**config.mk**
```make
export PLATFORM = sky130hd
export DESIGN_NAME = regfile_wb_arbiter_flat
export DESIGN_NICKNAME = d
export VERILOG_FILES = /design/src/rtl/regfile_wb_arbiter_if.sv /design/src/rtl/regfile_wb_arbiter.sv /design/src/flat_wrapper.sv
export SDC_FILE = /design/constraint.sdc
export NUM_CORES = 1
export LEC_CHECK = 0
export ABC_CLOCK_PERIOD_IN_PS = 2900
export CORE_MARGIN = 1
export CORE_UTILIZATION = 40
export CTS_CLUSTER_SIZE = 40
export DETAILED_ROUTE_END_ITERATION = 8
export PLACE_DENSITY = 0.83
export SYNTH_ARGS = -nofsm -noshare
export SYNTH_HDL_FRONTEND = slang
export SYNTH_SLANG_ARGS = --single-unit
```
**constraint.sdc**
```tcl
create_clock -name clk -period 2.9 [get_ports clk]
set_clock_uncertainty 0.15 [all_clocks]
set_input_delay 0.58 -clock clk [delete_from_list [all_inputs] [get_ports clk]]
set_output_delay 0.58 -clock clk [all_outputs]
set_load 0.1 [all_outputs]
```
**src/rtl/regfile_wb_arbiter_if.sv**
```systemverilog
// Writeback/issue bundle between the ALU, LSU, decode stage and the register-file arbiter.
// The slave modport is the arbiter; the master modport is the requester side.
interface regfile_wb_arbiter_if;
  logic        alu_valid;
  logic        alu_ready;
  logic [4:0]  alu_rd;
  logic [31:0] alu_val;

  logic        lsu_valid;
  logic        lsu_ready;
  logic [4:0]  lsu_rd;
  logic [31:0] lsu_val;

  logic        w_enable;
  logic [4:0]  w_reg_name;
  logic [31:0] w_reg_val;

  logic        iss_valid;
  logic [4:0]  iss_rd;
  logic [4:0]  iss_rs1;
  logic [4:0]  iss_rs2;
  logic        iss_stall;
  logic [31:0] sb_busy;

  modport slave (
    input  alu_valid, alu_rd, alu_val,
    input  lsu_valid, lsu_rd, lsu_val,
    input  iss_valid, iss_rd, iss_rs1, iss_rs2,
    output alu_ready, lsu_ready,
    output w_enable, w_reg_name, w_reg_val,
    output iss_stall, sb_busy
  );

  modport master (
    output alu_valid, alu_rd, alu_val,
    output lsu_valid, lsu_rd, lsu_val,
    output iss_valid, iss_rd, iss_rs1, iss_rs2,
    input  alu_ready, lsu_ready,
    input  w_enable, w_reg_name, w_reg_val,
    input  iss_stall, sb_busy
  );
endinterface

```
**src/rtl/regfile_wb_arbiter.sv**
```systemverilog
// Two-requester writeback arbiter (ALU/LSU) with a registered register-file write port
// and a busy-bit scoreboard that stalls issue on RAW/WAW hazards.
//
// state     | meaning
// LAST_ALU  | ALU won the most recent transfer; LSU wins the next contention
// LAST_LSU  | LSU won the most recent transfer (reset state); ALU wins the next contention
module regfile_wb_arbiter #(
  parameter bit RR_ENABLE = 1'b1
) (
  input logic                 clk,
  input logic                 rst,
  regfile_wb_arbiter_if.slave bus
);

  typedef enum logic {
    LAST_ALU = 1'b0,
    LAST_LSU = 1'b1
  } grant_state_t;

  grant_state_t state_q;
  grant_state_t state_d;

  logic        alu_grant;
  logic        lsu_grant;
  logic        xfer;
  logic [4:0]  wb_rd;
  logic [31:0] wb_val;

  logic        w_enable_q;
  logic [4:0]  w_reg_name_q;
  logic [31:0] w_reg_val_q;

  logic [31:0] busy_q;
  logic [31:0] busy_d;
  logic [31:0] clr_mask;
  logic [31:0] set_mask;
  logic        stall;
  logic        issue_fire;

  always_ff @(posedge clk) begin
    if (rst) begin
      state_q <= LAST_LSU;
    end else begin
      state_q <= state_d;
    end
  end

  // Grants depend only on the valids and the grant history, never on a ready.
  always_comb begin
    alu_grant = 1'b0;
    lsu_grant = 1'b0;
    state_d   = state_q;
    if (!rst) begin
      if (bus.alu_valid && bus.lsu_valid) begin
        if (RR_ENABLE) begin
          if (state_q == LAST_LSU) begin
            alu_grant = 1'b1;
          end else begin
            lsu_grant = 1'b1;
          end
        end else begin
          lsu_grant = 1'b1;
        end
      end else if (bus.alu_valid) begin
        alu_grant = 1'b1;
      end else if (bus.lsu_valid) begin
        lsu_grant = 1'b1;
      end

      if (alu_grant) begin
        state_d = LAST_ALU;
      end else if (lsu_grant) begin
        state_d = LAST_LSU;
      end
    end
  end

  assign xfer   = alu_grant | lsu_grant;
  assign wb_rd  = lsu_grant ? bus.lsu_rd  : bus.alu_rd;
  assign wb_val = lsu_grant ? bus.lsu_val : bus.alu_val;

  // Name/value follow every transfer, including rd=0, but only rd!=0 enables the write.
  always_ff @(posedge clk) begin
    if (rst) begin
      w_enable_q   <= 1'b0;
      w_reg_name_q <= 5'd0;
      w_reg_val_q  <= 32'd0;
    end else if (xfer) begin
      w_enable_q   <= (wb_rd != 5'd0);
      w_reg_name_q <= wb_rd;
      w_reg_val_q  <= wb_val;
    end else begin
      w_enable_q   <= 1'b0;
    end
  end

  assign stall = !rst && bus.iss_valid &&
                 (busy_q[bus.iss_rs1] || busy_q[bus.iss_rs2] || busy_q[bus.iss_rd]);
  assign issue_fire = bus.iss_valid && !stall;

  always_comb begin
    clr_mask = 32'd0;
    set_mask = 32'd0;
    if (w_enable_q) begin
      clr_mask[w_reg_name_q] = 1'b1;
    end
    if (issue_fire && (bus.iss_rd != 5'd0)) begin
      set_mask[bus.iss_rd] = 1'b1;
    end
    // Set is applied after clear so it wins on a collision; x0 is never busy.
    busy_d = ((busy_q & ~clr_mask) | set_mask) & ~32'd1;
  end

  always_ff @(posedge clk) begin
    if (rst) begin
      busy_q <= 32'd0;
    end else begin
      busy_q <= busy_d;
    end
  end

  assign bus.alu_ready  = alu_grant;
  assign bus.lsu_ready  = lsu_grant;
  assign bus.w_enable   = w_enable_q;
  assign bus.w_reg_name = w_reg_name_q;
  assign bus.w_reg_val  = w_reg_val_q;
  assign bus.iss_stall  = stall;
  assign bus.sb_busy    = busy_q;

endmodule
```
**src/flat_wrapper.sv**
```systemverilog
// flat-port wrapper written by rule: the top's interface ports become plain ports
module regfile_wb_arbiter_flat 
#(
  parameter bit RR_ENABLE = 1'b1
)
  (clk, rst, bus_alu_valid, bus_alu_rd, bus_alu_val, bus_lsu_valid, bus_lsu_rd, bus_lsu_val, bus_iss_valid, bus_iss_rd, bus_iss_rs1, bus_iss_rs2, bus_alu_ready, bus_lsu_ready, bus_w_enable, bus_w_reg_name, bus_w_reg_val, bus_iss_stall, bus_sb_busy);
  regfile_wb_arbiter_if bus_i ();
  input logic clk;
  input logic rst;
  input wire logic [$bits(bus_i.alu_valid)-1:0] bus_alu_valid;
  input wire logic [$bits(bus_i.alu_rd)-1:0] bus_alu_rd;
  input wire logic [$bits(bus_i.alu_val)-1:0] bus_alu_val;
  input wire logic [$bits(bus_i.lsu_valid)-1:0] bus_lsu_valid;
  input wire logic [$bits(bus_i.lsu_rd)-1:0] bus_lsu_rd;
  input wire logic [$bits(bus_i.lsu_val)-1:0] bus_lsu_val;
  input wire logic [$bits(bus_i.iss_valid)-1:0] bus_iss_valid;
  input wire logic [$bits(bus_i.iss_rd)-1:0] bus_iss_rd;
  input wire logic [$bits(bus_i.iss_rs1)-1:0] bus_iss_rs1;
  input wire logic [$bits(bus_i.iss_rs2)-1:0] bus_iss_rs2;
  output wire logic [$bits(bus_i.alu_ready)-1:0] bus_alu_ready;
  output wire logic [$bits(bus_i.lsu_ready)-1:0] bus_lsu_ready;
  output wire logic [$bits(bus_i.w_enable)-1:0] bus_w_enable;
  output wire logic [$bits(bus_i.w_reg_name)-1:0] bus_w_reg_name;
  output wire logic [$bits(bus_i.w_reg_val)-1:0] bus_w_reg_val;
  output wire logic [$bits(bus_i.iss_stall)-1:0] bus_iss_stall;
  output wire logic [$bits(bus_i.sb_busy)-1:0] bus_sb_busy;
  assign bus_i.alu_valid = bus_alu_valid;
  assign bus_i.alu_rd = bus_alu_rd;
  assign bus_i.alu_val = bus_alu_val;
  assign bus_i.lsu_valid = bus_lsu_valid;
  assign bus_i.lsu_rd = bus_lsu_rd;
  assign bus_i.lsu_val = bus_lsu_val;
  assign bus_i.iss_valid = bus_iss_valid;
  assign bus_i.iss_rd = bus_iss_rd;
  assign bus_i.iss_rs1 = bus_iss_rs1;
  assign bus_i.iss_rs2 = bus_iss_rs2;
  assign bus_alu_ready = bus_i.alu_ready;
  assign bus_lsu_ready = bus_i.lsu_ready;
  assign bus_w_enable = bus_i.w_enable;
  assign bus_w_reg_name = bus_i.w_reg_name;
  assign bus_w_reg_val = bus_i.w_reg_val;
  assign bus_iss_stall = bus_i.iss_stall;
  assign bus_sb_busy = bus_i.sb_busy;
  regfile_wb_arbiter #(.RR_ENABLE(RR_ENABLE)) u_core (.clk(clk), .rst(rst), .bus(bus_i));
endmodule
```
==> results.md <==
* Met2 usage at 0.474
* TritonCTS Buffers at 9
* Failing checks: setup timing
* Initial Utilization at 0.419
* Placed wire-length estimate at 11900 µm
* Die height at 104 µm
* Worst min-delay path category: register to register
* CP dominant cell by count: buf_12
* Port Buf Inserts at 165
* Htree depth at 3
* Final-layout fill cell count at 780
* Area contributors post-synth: dfxtp_1 (34%), mux2i_1 (13%), nand3b_1 (11%)
* Dpl ws at -0.855 ns
* CP max-delay cell: mux4_2
* Nature of the critical path endpoint: primary output
* Power Internal at 0.00189 W
* RSZ-0062 raised after global routing: yes
* Sequential-to-total area share from yosys stat at 0.338
* Antenna Nets Post-Route at 0
* Largest net degree at the start of global routing at 41
* Share of the synthesized area in the top cell type at 0.338
* EDFF count, synth at 0
* Slew Limit Fails at 0
* Period utilization at 1.04
* CP Data Arrival Time at 2.29 ns
* Most frequent cells in the layout: buf_4 (128), clkdlybuf4s50_1 (81), nand3b_1 (59), mux2i_1 (54), o21ai_0 (54)
* Drt total wl at 15200 µm
* Peak VDD IR at 0.297 mV
* Die W at 104 µm
* Mapped Area at 0.00415 mm²
* Grt ovf at 0
* Fmax at 331 MHz
* DRC at 0
* Comb pwr share at 0.338
* Initial antenna violation count at 0
* GRT Overall Usage at 0.284
* DR iter-0 viols at 353
* Global-route wire length before repair at 23900 µm
* Final Hold Viols at 0
* CP Launch Type: primary input
* Hold path start: u_core.bus.w_reg_val[28]
* FFs w/ async S/R, synth at 0
* Clock Pin Slew Worst Setup and Hold Paths at 0.08 ns
* Die area at 0.0108 mm²
* Critical path class: primary input to primary output
* Via count at 4505
* Max-Cap Viols at 0
* Initial DRT Pass Iterations at 5
* Synth Area per Inst at 9.26 µm²
* Commonest non-fill, non-tap cell in the layout: buf_4
* CP startpoint: bus_iss_rs1[0]
* CTS hold repair buffers at 0
* Worst slew margin at 0.638
* Clk pwr share at 0.304
* Area growth, synth to finish at 58.6%
* Distinct cells, synth at 45
* Period minus WS final at 3.02 ns
* Worst Path Max Fanout at 4
* Sequential power share at 0.358
* Met1 GRT Util at 0.340
* Synth Flop Type: dfxtp_1
* Outcome: complete, but fails checks
* Worst-Margin Slew at 0.541 ns
* Post-synthesis cell count at 448
* CP required at 2.17 ns
* WL/cell at 19.3 µm
* Multi-input logic area at 0.00266 mm²
* IO Pins at 167
* #FFs+latches synth at 70
* Final core occ at 0.664
* Maximum clock path buffer count at 2
* Vias in the first global route at 4570
* Syn Nets at 542
* Critical path's largest stage delay at 0.48 ns
* Switching share of power at 0.367
* CP cell instances: buf_12 -> mux4_2 -> mux2i_1 -> nor3b_1 -> or3_4 -> nor4_4 -> a21oi_4 -> buf_12
* Setup WS post-layout at -0.124 ns
* Layout cells sized above 1 at 0.351
* Nets at 742
* Met3 Use GR at 0.0661
* PD cells at 453 mW/mm²
* Layer with the highest usage: met2
* Core area at 0.00991 mm²
* Clk_lat worst skew at 0.35 ns
* # rows at 36
* Placer congestion estimate at 1.09
* Largest area contributor in the netlist: dfxtp_1
* Leakage at 2.61 nW
* FF/Latch Area at 0.00144 mm²
* Synth Warn # at 0
* NetSw at 0.00109 W
* Drt via density at 5.73
* Diodes inserted at 0
* # setup viols final at 1
* Worst r2r src: u_core.bus.sb_busy[19]
* Sink Count at 70
* Root Driver: clkbuf_8
* CTS tree: yes
-- worst max-delay path, delay by kind of cell --
| kind | cells | cell delay, ns |
|---|---|---|
| compound gates | 1 | 0.09 |
| buf+inv | 2 | 0.26 |
| mux | 2 | 0.64 |
| simple gates | 3 | 0.72 |
-- per-stage QoR --
stage | TNS [ns] | power, W | hold WS (ns) | instances | cell area, µm²
after CTS | -0.106 | 0.00298 | 0.347 | 786 | 6570
final | -0.124 | 0.00298 | 0.347 | 786 | 6580
after global routing | -0.486 | 0.00306 | 0.375 | 786 | 6580
after global placement | -22.80 | 0.00205 | 0.321 | 759 | 6130
after detailed placement | -24.77 | 0.00207 | 0.325 | 759 | 6130
after floorplan | -0.492 | 0.00174 | 0.312 | 448 | 4260
-- registers in the layout (all words and copies together), names as in the netlist --
signal                 count
u_core.bus.sb_busy        31
u_core.bus.w_enable        1
u_core.bus.w_reg_name      5
u_core.bus.w_reg_val      32
u_core.state_q             1
-- kinds of logic (layout without fill, tap and decap cells) --
family / count (synthesis) / after routing / synth area share
AOI/OAI and AO/OA: 105 / 105 / 0.163
DFF: 70 / 70 / 0.338
and+or+nand+nor: 150 / 150 / 0.228
muxes: 71 / 71 / 0.214
buffers and inverters: 51 / 256 / 0.0555
other: 1 / 1 / 0.000904
-- worst paths after layout --
kind                            slack (ns)  cells after the start                       end
worst min-delay path                  0.35                      2  u_core.bus.w_reg_val[28]
worst min register to register        0.35                      2  u_core.bus.w_reg_val[28]
worst max-delay path                 -0.12                      8             bus_iss_stall
worst max register to register        0.08                      7    u_core.bus.sb_busy[11]
-- Yosys cell counts, types with 3 or more instances --
cell       count
buf_1          4
buf_2          3
buf_6          4
clkbuf_1      29
dfxtp_1       70
inv_1          9
mux2i_1       55
mux4_2        14
nand2_1       22
nand3_1        6
nand3b_1      59
nand4_1        3
nor2_1         8
nor2b_1       21
nor3b_1        5
nor4_1         4
o2111ai_1      4
o21ai_0       54
o31ai_1       29
or2_2          4
or3_1          3
or4_1          3
-- layer usage --
| layer | share of wire | wire length (µm) |
|---|---|---|
| met1 | 0.40 | 6030 |
| met2 | 0.48 | 7310 |
| met3 | 0.080 | 1210 |
| met4 | 0.041 | 616 |
| met5 | 0 | 0 |
-- power groups by stage --
stage               clock [W]  sequential (W)  combinational (W)
detailed placement          0         0.00109           0.000978
floorplan                   0         0.00146           0.000276
global placement            0         0.00108           0.000966
finish               0.000906         0.00107            0.00101
CTS                  0.000906         0.00107            0.00100
global route         0.000942         0.00107            0.00105
-- what timing repair did --
item / in CTS / in global routing
buffers inserted: 11 / 0
setup endpoints to repair: 32 / 8
gates resized for setup: 60 / 3
pin swaps: 10 / 5
-- cell type report --
class,count,share of cell area
multi-input combinational,327,0.405
tap,133,0.0253
clock inverter,5,0.0124
inverter,9,0.00514
timing repair buffer,231,0.310
sequential,70,0.219
clock buffer,11,0.0230
No activity file was read; power rests on OpenSTA's default activity.
==> RTL change (same settings) <==
`RR_ENABLE` is set to 1'b1 in 2 places; all go to 1'b0.
--- a/src/rtl/regfile_wb_arbiter.sv
+++ b/src/rtl/regfile_wb_arbiter.sv
@@ -7,3 +7,3 @@
 module regfile_wb_arbiter #(
-  parameter bit RR_ENABLE = 1'b1
+  parameter bit RR_ENABLE = 1'b0
 ) (
--- a/src/flat_wrapper.sv
+++ b/src/flat_wrapper.sv
@@ -3,3 +3,3 @@
 #(
-  parameter bit RR_ENABLE = 1'b1
+  parameter bit RR_ENABLE = 1'b0
 )
Behaviour: not the same (a bounded check fails within 4 cycles, from zero or initial values and one cycle with rst high).
==> RTL change against the unedited design <==
  * The run still ends with negative setup slack left
  * Design area down 1.1%
  * Clock power fell by 14%
  * Worst setup slack got worse by 0.049 ns
  * Via count up 4.1%
  * First-iteration DRC count decreased by 2.3%
  * Power decreased by 11%
  * Area after synthesis is 2.6% higher
  * Sequential power decreased by 5%
  * Sequential share of layout area grew 0.11 points
  * Routed wire length grew 0.78%
  * Sequential cell count fell by 1
  * Largest cell class unchanged
==> RTL change: results (changes against the unedited design) <==
global-route wire length before repair 24.50 mm (+2.4%); Place WS -0.7078 ns (+0.1477 ns); placed cell areas 6193 µm² (+1.0%); worst hold path class flip-flop to flip-flop; ratio of cells with drive above 1 in the final layout 32.60% (-2.5 points); grt met3 use 8.235% (+1.6 points); post-CTS setup buffers 4 (-7); Slew @ Worst Pin 1.101 ns (+0.5593 ns); FF-to-FF setup slack 0.32 ns (+0.24 ns); status complete, but fails checks; post-synthesis cell type count 48 (+6.7%); non-filler cells in the finished layout 814 (+3.6%); Inst Count DP 794 (+4.6%); Final #Nets 769 (+3.6%); final setup margin -0.1725 ns (-0.04854 ns); final WL 15.28 mm (+0.78%); # setup viols final 1 (unchanged); PortBufs 165 (unchanged); top sig layer met4; area delta synth->final 52.91%; maximum VDD drop 315.1 µV (+5.9%); DR WL met2 7.170 mm (-1.9%); Worst R2R End u_core.bus.sb_busy[15]; vias in the first global route 4772 (+4.4%); met1 WL 6.091 mm (+1.1%); Tot GR Track Use 28.36% (about the same); met2 Use GR 46.45% (-0.98 points); critical path launch point bus_iss_rs2[4]; ys async rst share 0% (unchanged); vias per cell 5.763 (+0.55%); FILL cells 834 (+6.9%); CTS HTree Levels 3 (unchanged); top area cells in the synthesized netlist dfxtp_1 32%, mux2i_1 13%, nor2_1 8.1%, mux4_2 7.4%, a21oi_1 5.8%; largest net degree at the start of global routing 63 (+54%); Min Hold Slack 0.3745 ns (+0.02739 ns); Post-Syn Nets 581 (+7.2%); RR Startpoint u_core.bus.sb_busy[13]; routing usage on met1 34.08% (+0.12 points); static leakage 2.931 nW (+12%); post-synthesis sequential area ratio 32.47% (-1.3 points); Post-synth top cells 92 x nor2_1, 69 x dfxtp_1, 55 x mux2i_1; clock slew at reported path FFs roughly 0.07 ns; met3 WL post-DR 1.544 mm (+28%); critical path arrival 2.34 ns (+0.05 ns); Iteration-0 DRC Markers 345 (-2.3%); Net Sw Frac 35.37% (-1.3 points); top_reg_cell synth dfxtp_1; violated checks negative setup slack; hpwl dp 11.53 mm (-3.0%); Setup crit end bus_iss_stall; Largest delay share family, worst path buffers and inverters; Post-Syn Area per Cell 8.735 µm² (-5.6%); CP max stage delay 0.58 ns (+0.10 ns); routability cong. 0.9741 (-10%); min-delay src u_core.bus.sb_busy[18]; CP max stage cell clkdlybuf4s50_1; Post-CTS Resized 50 (-17%); Setup TNS -0.1725 ns (-0.04854 ns); Hold EP u_core.bus.sb_busy[18]
RTL change: changes by cell type after synthesis, moves of 21 or more:
cell      before  now
nor2_1         8   92
a21oi_1        2   49
nand3b_1      59   12
o21ai_0       54    7
o31ai_1       29    5
a41o_1         0   21
RTL change: power by group through the flow:
stage	Combinational (mW)	Clock (mW)	Sequential, mW
floorplan	0.273	0	1.31
global placement	0.823	0	1.04
detailed placement	0.839	0	1.04
CTS	0.851	0.789	1.02
global route	0.898	0.829	1.03
finish	0.857	0.777	1.02
RTL change: area by class of cell:
class / count / area share (%)
repair buffers: 220 / 29.35
multi-input cells: 371 / 42.80
flip-flops and latches: 69 / 22.02
clock buffers: 14 / 2.981
well taps: 136 / 2.616
inverters: 4 / 0.2308
RTL change: kinds of logic after synthesis:
kind of cell | after synthesis | synth area share (%)
flops | 69 | 32.47
buf+inv | 47 | 5.235
mux | 72 | 21.15
other cells | 1 | 0.08815
simple gates | 199 | 24.82
compound gates | 99 | 16.24
